==> src/rtl/pwl_activation.sv <==
// Three-stage piecewise-linear sigmoid (optionally tanh) with a runtime-writable slope/intercept table.
// Define PWL_TANH_MODE_EN to honour in_mode per sample; otherwise every sample produces sigmoid.
module pwl_activation #(
   parameter int W         = 16,
   parameter int FRAC      = 14,
   parameter int NSEG      = 4,
   parameter int SEG_SHIFT = 13
) (
   input  logic                    clk,
   input  logic                    rst_n,
   input  logic                    in_valid,
   output logic                    in_ready,
   input  logic [W-1:0]            in_data,
   input  logic                    in_mode,
   output logic                    out_valid,
   input  logic                    out_ready,
   output logic [W-1:0]            out_data,
   input  logic                    cfg_we,
   input  logic                    cfg_sel,
   input  logic [$clog2(NSEG)-1:0] cfg_addr,
   input  logic [W-1:0]            cfg_data
);

   localparam int AW = $clog2(NSEG);
   localparam int KW = W + 1 - SEG_SHIFT;
   localparam int PW = W + SEG_SHIFT - FRAC;
   localparam logic [W-1:0] ONE     = {{(W-1){1'b0}}, 1'b1} << FRAC;
   localparam logic [W-1:0] MAX_POS = {1'b0, {(W-1){1'b1}}};
   localparam logic [W-1:0] MIN_NEG = {1'b1, {(W-1){1'b0}}};

   logic [W-1:0] slope_tab [NSEG];
   logic [W-1:0] icpt_tab  [NSEG];

   function automatic logic [W-1:0] reset_slope(input int k);
      case (k)
         0:       return W'(16'h1000);
         1:       return W'(16'h0DE6);
         2:       return W'(16'h0995);
         3:       return W'(16'h0700);
         default: return '0;
      endcase
   endfunction

   function automatic logic [W-1:0] reset_icpt(input int k);
      case (k)
         0:       return W'(16'h2000);
         1:       return W'(16'h27D6);
         2:       return W'(16'h2EC9);
         3:       return W'(16'h3453);
         default: return ONE;
      endcase
   endfunction

   logic adv;
   logic cfg_in_range;

   assign adv          = ~out_valid | out_ready;
   assign in_ready     = adv;
   assign cfg_in_range = ({1'b0, cfg_addr} < (AW+1)'(NSEG));

   // Table writes land at the edge, so a sample loading S1 on the same edge still sees the old entry.
   always_ff @(posedge clk or negedge rst_n) begin
      if (!rst_n) begin
         for (int i = 0; i < NSEG; i++) begin
            slope_tab[i] <= reset_slope(i);
            icpt_tab[i]  <= reset_icpt(i);
         end
      end else if (cfg_we && cfg_in_range) begin
         if (cfg_sel) icpt_tab[cfg_addr]  <= cfg_data;
         else         slope_tab[cfg_addr] <= cfg_data;
      end
   end

   logic                 x_sgn;
   logic [W-1:0]         x_abs;
   logic [W:0]           a_ext;
   logic [KW-1:0]        seg_k;
   logic [AW-1:0]        seg_idx;
   logic [SEG_SHIFT-1:0] seg_delta;
   logic                 seg_sat;

   assign x_sgn = in_data[W-1];
   assign x_abs = (in_data == MIN_NEG) ? MAX_POS : (x_sgn ? -in_data : in_data);

`ifdef PWL_TANH_MODE_EN
   assign a_ext = in_mode ? {x_abs, 1'b0} : {1'b0, x_abs};
`else
   logic unused_mode;
   assign unused_mode = in_mode;
   assign a_ext       = {1'b0, x_abs};
`endif

   assign seg_k     = a_ext[W:SEG_SHIFT];
   assign seg_idx   = seg_k[AW-1:0];
   assign seg_delta = a_ext[SEG_SHIFT-1:0];
   assign seg_sat   = ({{(32-KW){1'b0}}, seg_k} >= 32'(NSEG));

   logic                 s1_valid, s1_sgn, s1_sat;
   logic [W-1:0]         s1_m, s1_b;
   logic [SEG_SHIFT-1:0] s1_delta;

   always_ff @(posedge clk or negedge rst_n) begin
      if (!rst_n) begin
         s1_valid <= 1'b0;
         s1_sgn   <= 1'b0;
         s1_sat   <= 1'b0;
         s1_m     <= '0;
         s1_b     <= '0;
         s1_delta <= '0;
      end else if (adv) begin
         s1_valid <= in_valid;
         s1_sgn   <= x_sgn;
         s1_sat   <= seg_sat;
         s1_m     <= slope_tab[seg_idx];
         s1_b     <= icpt_tab[seg_idx];
         s1_delta <= seg_delta;
      end
   end

   logic [W+SEG_SHIFT-1:0] prod;
   logic [FRAC-1:0]        unused_prod_lo;
   logic                   s2_valid, s2_sgn, s2_sat;
   logic [W-1:0]           s2_b;
   logic [PW-1:0]          s2_p;

   assign prod           = {{SEG_SHIFT{1'b0}}, s1_m} * {{W{1'b0}}, s1_delta};
   assign unused_prod_lo = prod[FRAC-1:0];

   always_ff @(posedge clk or negedge rst_n) begin
      if (!rst_n) begin
         s2_valid <= 1'b0;
         s2_sgn   <= 1'b0;
         s2_sat   <= 1'b0;
         s2_b     <= '0;
         s2_p     <= '0;
      end else if (adv) begin
         s2_valid <= s1_valid;
         s2_sgn   <= s1_sgn;
         s2_sat   <= s1_sat;
         s2_b     <= s1_b;
         s2_p     <= prod[W+SEG_SHIFT-1:FRAC];
      end
   end

   logic [W:0]   seg_sum;
   logic [W-1:0] y_pos;
   logic [W-1:0] sig_val;
   logic [W-1:0] result;

   assign seg_sum = {1'b0, s2_b} + {{(W+1-PW){1'b0}}, s2_p};
   assign y_pos   = (s2_sat || (seg_sum > {1'b0, ONE})) ? ONE : seg_sum[W-1:0];
   assign sig_val = s2_sgn ? (ONE - y_pos) : y_pos;

`ifdef PWL_TANH_MODE_EN
   logic s1_mode, s2_mode;
   logic [W-1:0] tanh_val;

   always_ff @(posedge clk or negedge rst_n) begin
      if (!rst_n) begin
         s1_mode <= 1'b0;
         s2_mode <= 1'b0;
      end else if (adv) begin
         s1_mode <= in_mode;
         s2_mode <= s1_mode;
      end
   end

   // sig_val never exceeds ONE, so doubling in W bits and subtracting ONE wraps to the right signed value.
   assign tanh_val = {sig_val[W-2:0], 1'b0} - ONE;
   assign result   = s2_mode ? tanh_val : sig_val;
`else
   assign result = sig_val;
`endif

   always_ff @(posedge clk or negedge rst_n) begin
      if (!rst_n) begin
         out_valid <= 1'b0;
         out_data  <= '0;
      end else if (adv) begin
         out_valid <= s2_valid;
         out_data  <= result;
      end
   end

endmodule
==> config.mk <==
export PLATFORM = sky130hd
export DESIGN_NAME = pwl_activation
export DESIGN_NICKNAME = d
export VERILOG_FILES = /design/src/rtl/pwl_activation.sv
export SDC_FILE = /design/constraint.sdc
export NUM_CORES = 1
export LEC_CHECK = 0
export CORE_MARGIN = 10
export CORE_UTILIZATION = 57
export CTS_CLUSTER_SIZE = 20
export DETAILED_ROUTE_END_ITERATION = 10
export GPL_TIMING_DRIVEN = 1
export PLACE_DENSITY = 0.74
export SYNTH_ARGS = -nofsm -noshare
export SYNTH_HDL_FRONTEND = slang
export SYNTH_SLANG_ARGS = --single-unit
==> constraint.sdc <==
create_clock -name clk -period 5.95 [get_ports clk]
set_clock_uncertainty 0.15 [all_clocks]
set_input_delay 0.595 -clock clk [delete_from_list [all_inputs] [get_ports clk]]
set_output_delay 0.595 -clock clk [all_outputs]
set_load 0.05 [all_outputs]
==> qor.yml <==
yosys:
  synth.area.top_cells: "dfrtp_1 (27%), fa_1 (18%), mux2_2 (8.4%)"
  avgSynthCellArea_um2: 10.4
  yosys_warnings: 0
  syn-num-nets: 1915
  yosysSeqAreaShare_pct: 33.6
  synthCells: 1633
  synthFlopType: "dfrtp_1"
  synthArstFlopShare_pct: 100
  synth_largest_area_cell: "dfrtp_1"
  synth_seq_cells: 227
  syn-cell-area_um2: 17100
  ys_types: 65
  synth-edff-count: 0
  yosys.area.top_type_share_pct: 27.0
critical_path:
  start_kind: "flop"
  cp_common_cell: "fa_1"
  cp-end-kind: "flop"
  crit_buf_inv: 5
  critPathSlowestCell: "fa_1"
  cp_max_fo: 7
  crit_type: "flop to flop"
  crit_family: "adder cells"
  max_stage_delay_ps: 560
  cp.arrival_ps: 6230
  cp.required_ps: 6220
  crit_chain: "buf_6 > and2_1 > fa_1 > inv_1 > fa_1 > inv_1 > fa_1 > fa_1 > inv_1 > fa_1 > inv_1 > ha_4 > a21oi_1 > o21ai_1 > a41oi_2 > o31ai_4 > o32a_1 > a41o_1 > a221o_1 > nand3_1 > or3b_4"
global_routing:
  antenna_found_initial: 1
  overflow: 0
  grt_pass1_vias: 12500
  grt_usage_pct: 21.6
  grt_pass1_wl_um: 64600
  grt_max_degree: 119
timing:
  setup_viol: 1
  period_needed_ps: 5960
  slew_viol_final: 0
  holdWs_ps: -24.6
  final_hold_viol_count: 11
  worst_pin_slew_ps: 1110
  max_freq_mhz: 168
  worst_slack_ps: -12.5
  slew_headroom_pct: 25.8
  rsz0062_at_grt: "yes"
  fin_crit_sh_pct: 100
floorplanning:
  die_height_um: 193
  core_um2: 29600
  io_pins: 59
  die_w_um: 193
  fp.dieArea_um2: 37200
  num_rows: 63
  initial_core_util_pct: 57.7
clock_tree:
  cts_sinks: 227
  ctsHoldBuffers: 0
  clockBufferDepth: 3
  cts-root-buf: "clkbuf_16"
  clk_latency_ps: 540
  htreeDepth: 1
  clk_pin_slew_ps: 60
  cts_buffers: 24
  cts_tree: "done"
detailed_routing:
  wirelength_um: 39200
  drcViolationCount: 0
  vias: 11900
  drt_iter0_markers: 783
  vias_per_cell: 5.59
  ant_nets: 0
  wire_per_inst_um: 18.5
  drt_pre_antenna_iters: 6
outcome:
  violations: "negative hold slack, negative setup slack"
  outcome: "finished, violations left"
placement:
  io_buffer_count: 57
  gp_congestion: 0.876
  placed_cells: 2061
  dpl.hpwl_um: 28600
finish:
  final_common_cell: "nand2_1"
  drive_gt1_share_pct: 22.7
  mostFrequentLayoutCells: "nand2_1 (299), inv_1 (194), dfrtp_1 (168)"
  area_growth_pct: 14.3
  final-instance-count-excl-fill: 2123
  nFillCells: 2245
  diodes: 0
  fin_nets: 1997
flow_run:
  maxCapViolations: 0
hold_path:
  hold_path_class: "primary input to async pin"
## state kept, by name, summed over array words and instances (netlist names)
register and count:
s1_valid 1, s2_p 15, slope_tab 64, s1_sgn 1, out_valid 1, s1_b 16
out_data 16, s2_sat 1, s1_delta 13, icpt_tab 64, s1_m 16, s1_sat 1
s2_b 16, s2_valid 1, s2_sgn 1
## layout make-up
| cell class | instances | area [um2] | area share (%) |
|---|---|---|---|
| Clock inverter | 12 | 125 | 0.642 |
| Multi-Input combinational cell | 1121 | 10400 | 53.5 |
| Tap cell | 390 | 488 | 2.50 |
| Clock buffer | 32 | 691 | 3.54 |
| Timing Repair Buffer | 139 | 1250 | 6.41 |
| Sequential cell | 227 | 5750 | 29.5 |
| Inverter | 202 | 759 | 3.90 |
## layer usage
metal / track usage (%) / routed length, um / share of wire [%] / vias to the layer above
met3: 3.44 / 2010 / 5.1 / 76
met1: 28.6 / 17100 / 44 / 6011
met4: 6.12 / 1210 / 3.1 / 2
li1: - / - / - / 5486
met2: 36.2 / 18900 / 48 / 291
met5: 0 / 13 / 0.033 / -
## through the flow
stage                     util [%]  worst slack, ps  setup TNS (ps)  cell area, um2
after floorplan                  -             20.2               0           17100
after global placement        62.1             -113            -194           18400
after detailed placement      62.1             -205            -631           18400
after CTS                     65.1             1.98               0           19200
after global routing          65.9             -161            -504           19500
final                         65.9            -12.5           -12.5           19500
## worst paths after layout
kind                                               from                        to  slack (ps)  cells after the start
worst max register to register  s1_delta[2]$_DFFE_PN0P_      s2_p[14]$_DFFE_PN0P_         -10                     21
min in group clk                   s2_valid$_DFFE_PN0P_      s2_valid$_DFFE_PN0P_         310                      2
worst min register to register     s2_valid$_DFFE_PN0P_      s2_valid$_DFFE_PN0P_         310                      2
max in group asynchronous                         rst_n       s1_m[4]$_DFFE_PN0P_        4290                      2
worst max-delay path            s1_delta[2]$_DFFE_PN0P_      s2_p[14]$_DFFE_PN0P_         -10                     21
worst min-delay path                              rst_n  icpt_tab[49]$_DFFE_PN0P_         -20                      1
## repair_timing
action                     CTS  global route
gates resized for setup      8            43
pin swaps                    5            29
setup buffers                3            15
setup endpoints to repair    6             7
cloned                       0             0
## cell usage after synthesis, drive strengths merged (27+ instances only)
library cell / count
o21ai: 27
dfstp: 43
ha: 87
and2: 107
dfrtp: 184
a21oi: 28
nand2: 300
mux4: 32
clkbuf: 74
fa: 154
mux2: 128
nor2: 40
inv: 202
## logic make-up after synthesis
| logic type | after synthesis | synth area share (%) |
|---|---|---|
| multiplexers | 163 | 12.9 |
| buffers and inverters | 285 | 6.40 |
| XOR/XNOR | 41 | 2.11 |
| AO/OA/AOI/OAI | 150 | 6.08 |
| AND/OR/NAND/NOR | 526 | 14.5 |
| adder cells (fa/ha/maj) | 241 | 24.5 |
| flip-flops | 227 | 33.6 |
Power is left out: the tool's default activity adds up to more than one toggle a clock period on the data nets, which glitch-free logic cannot reach.
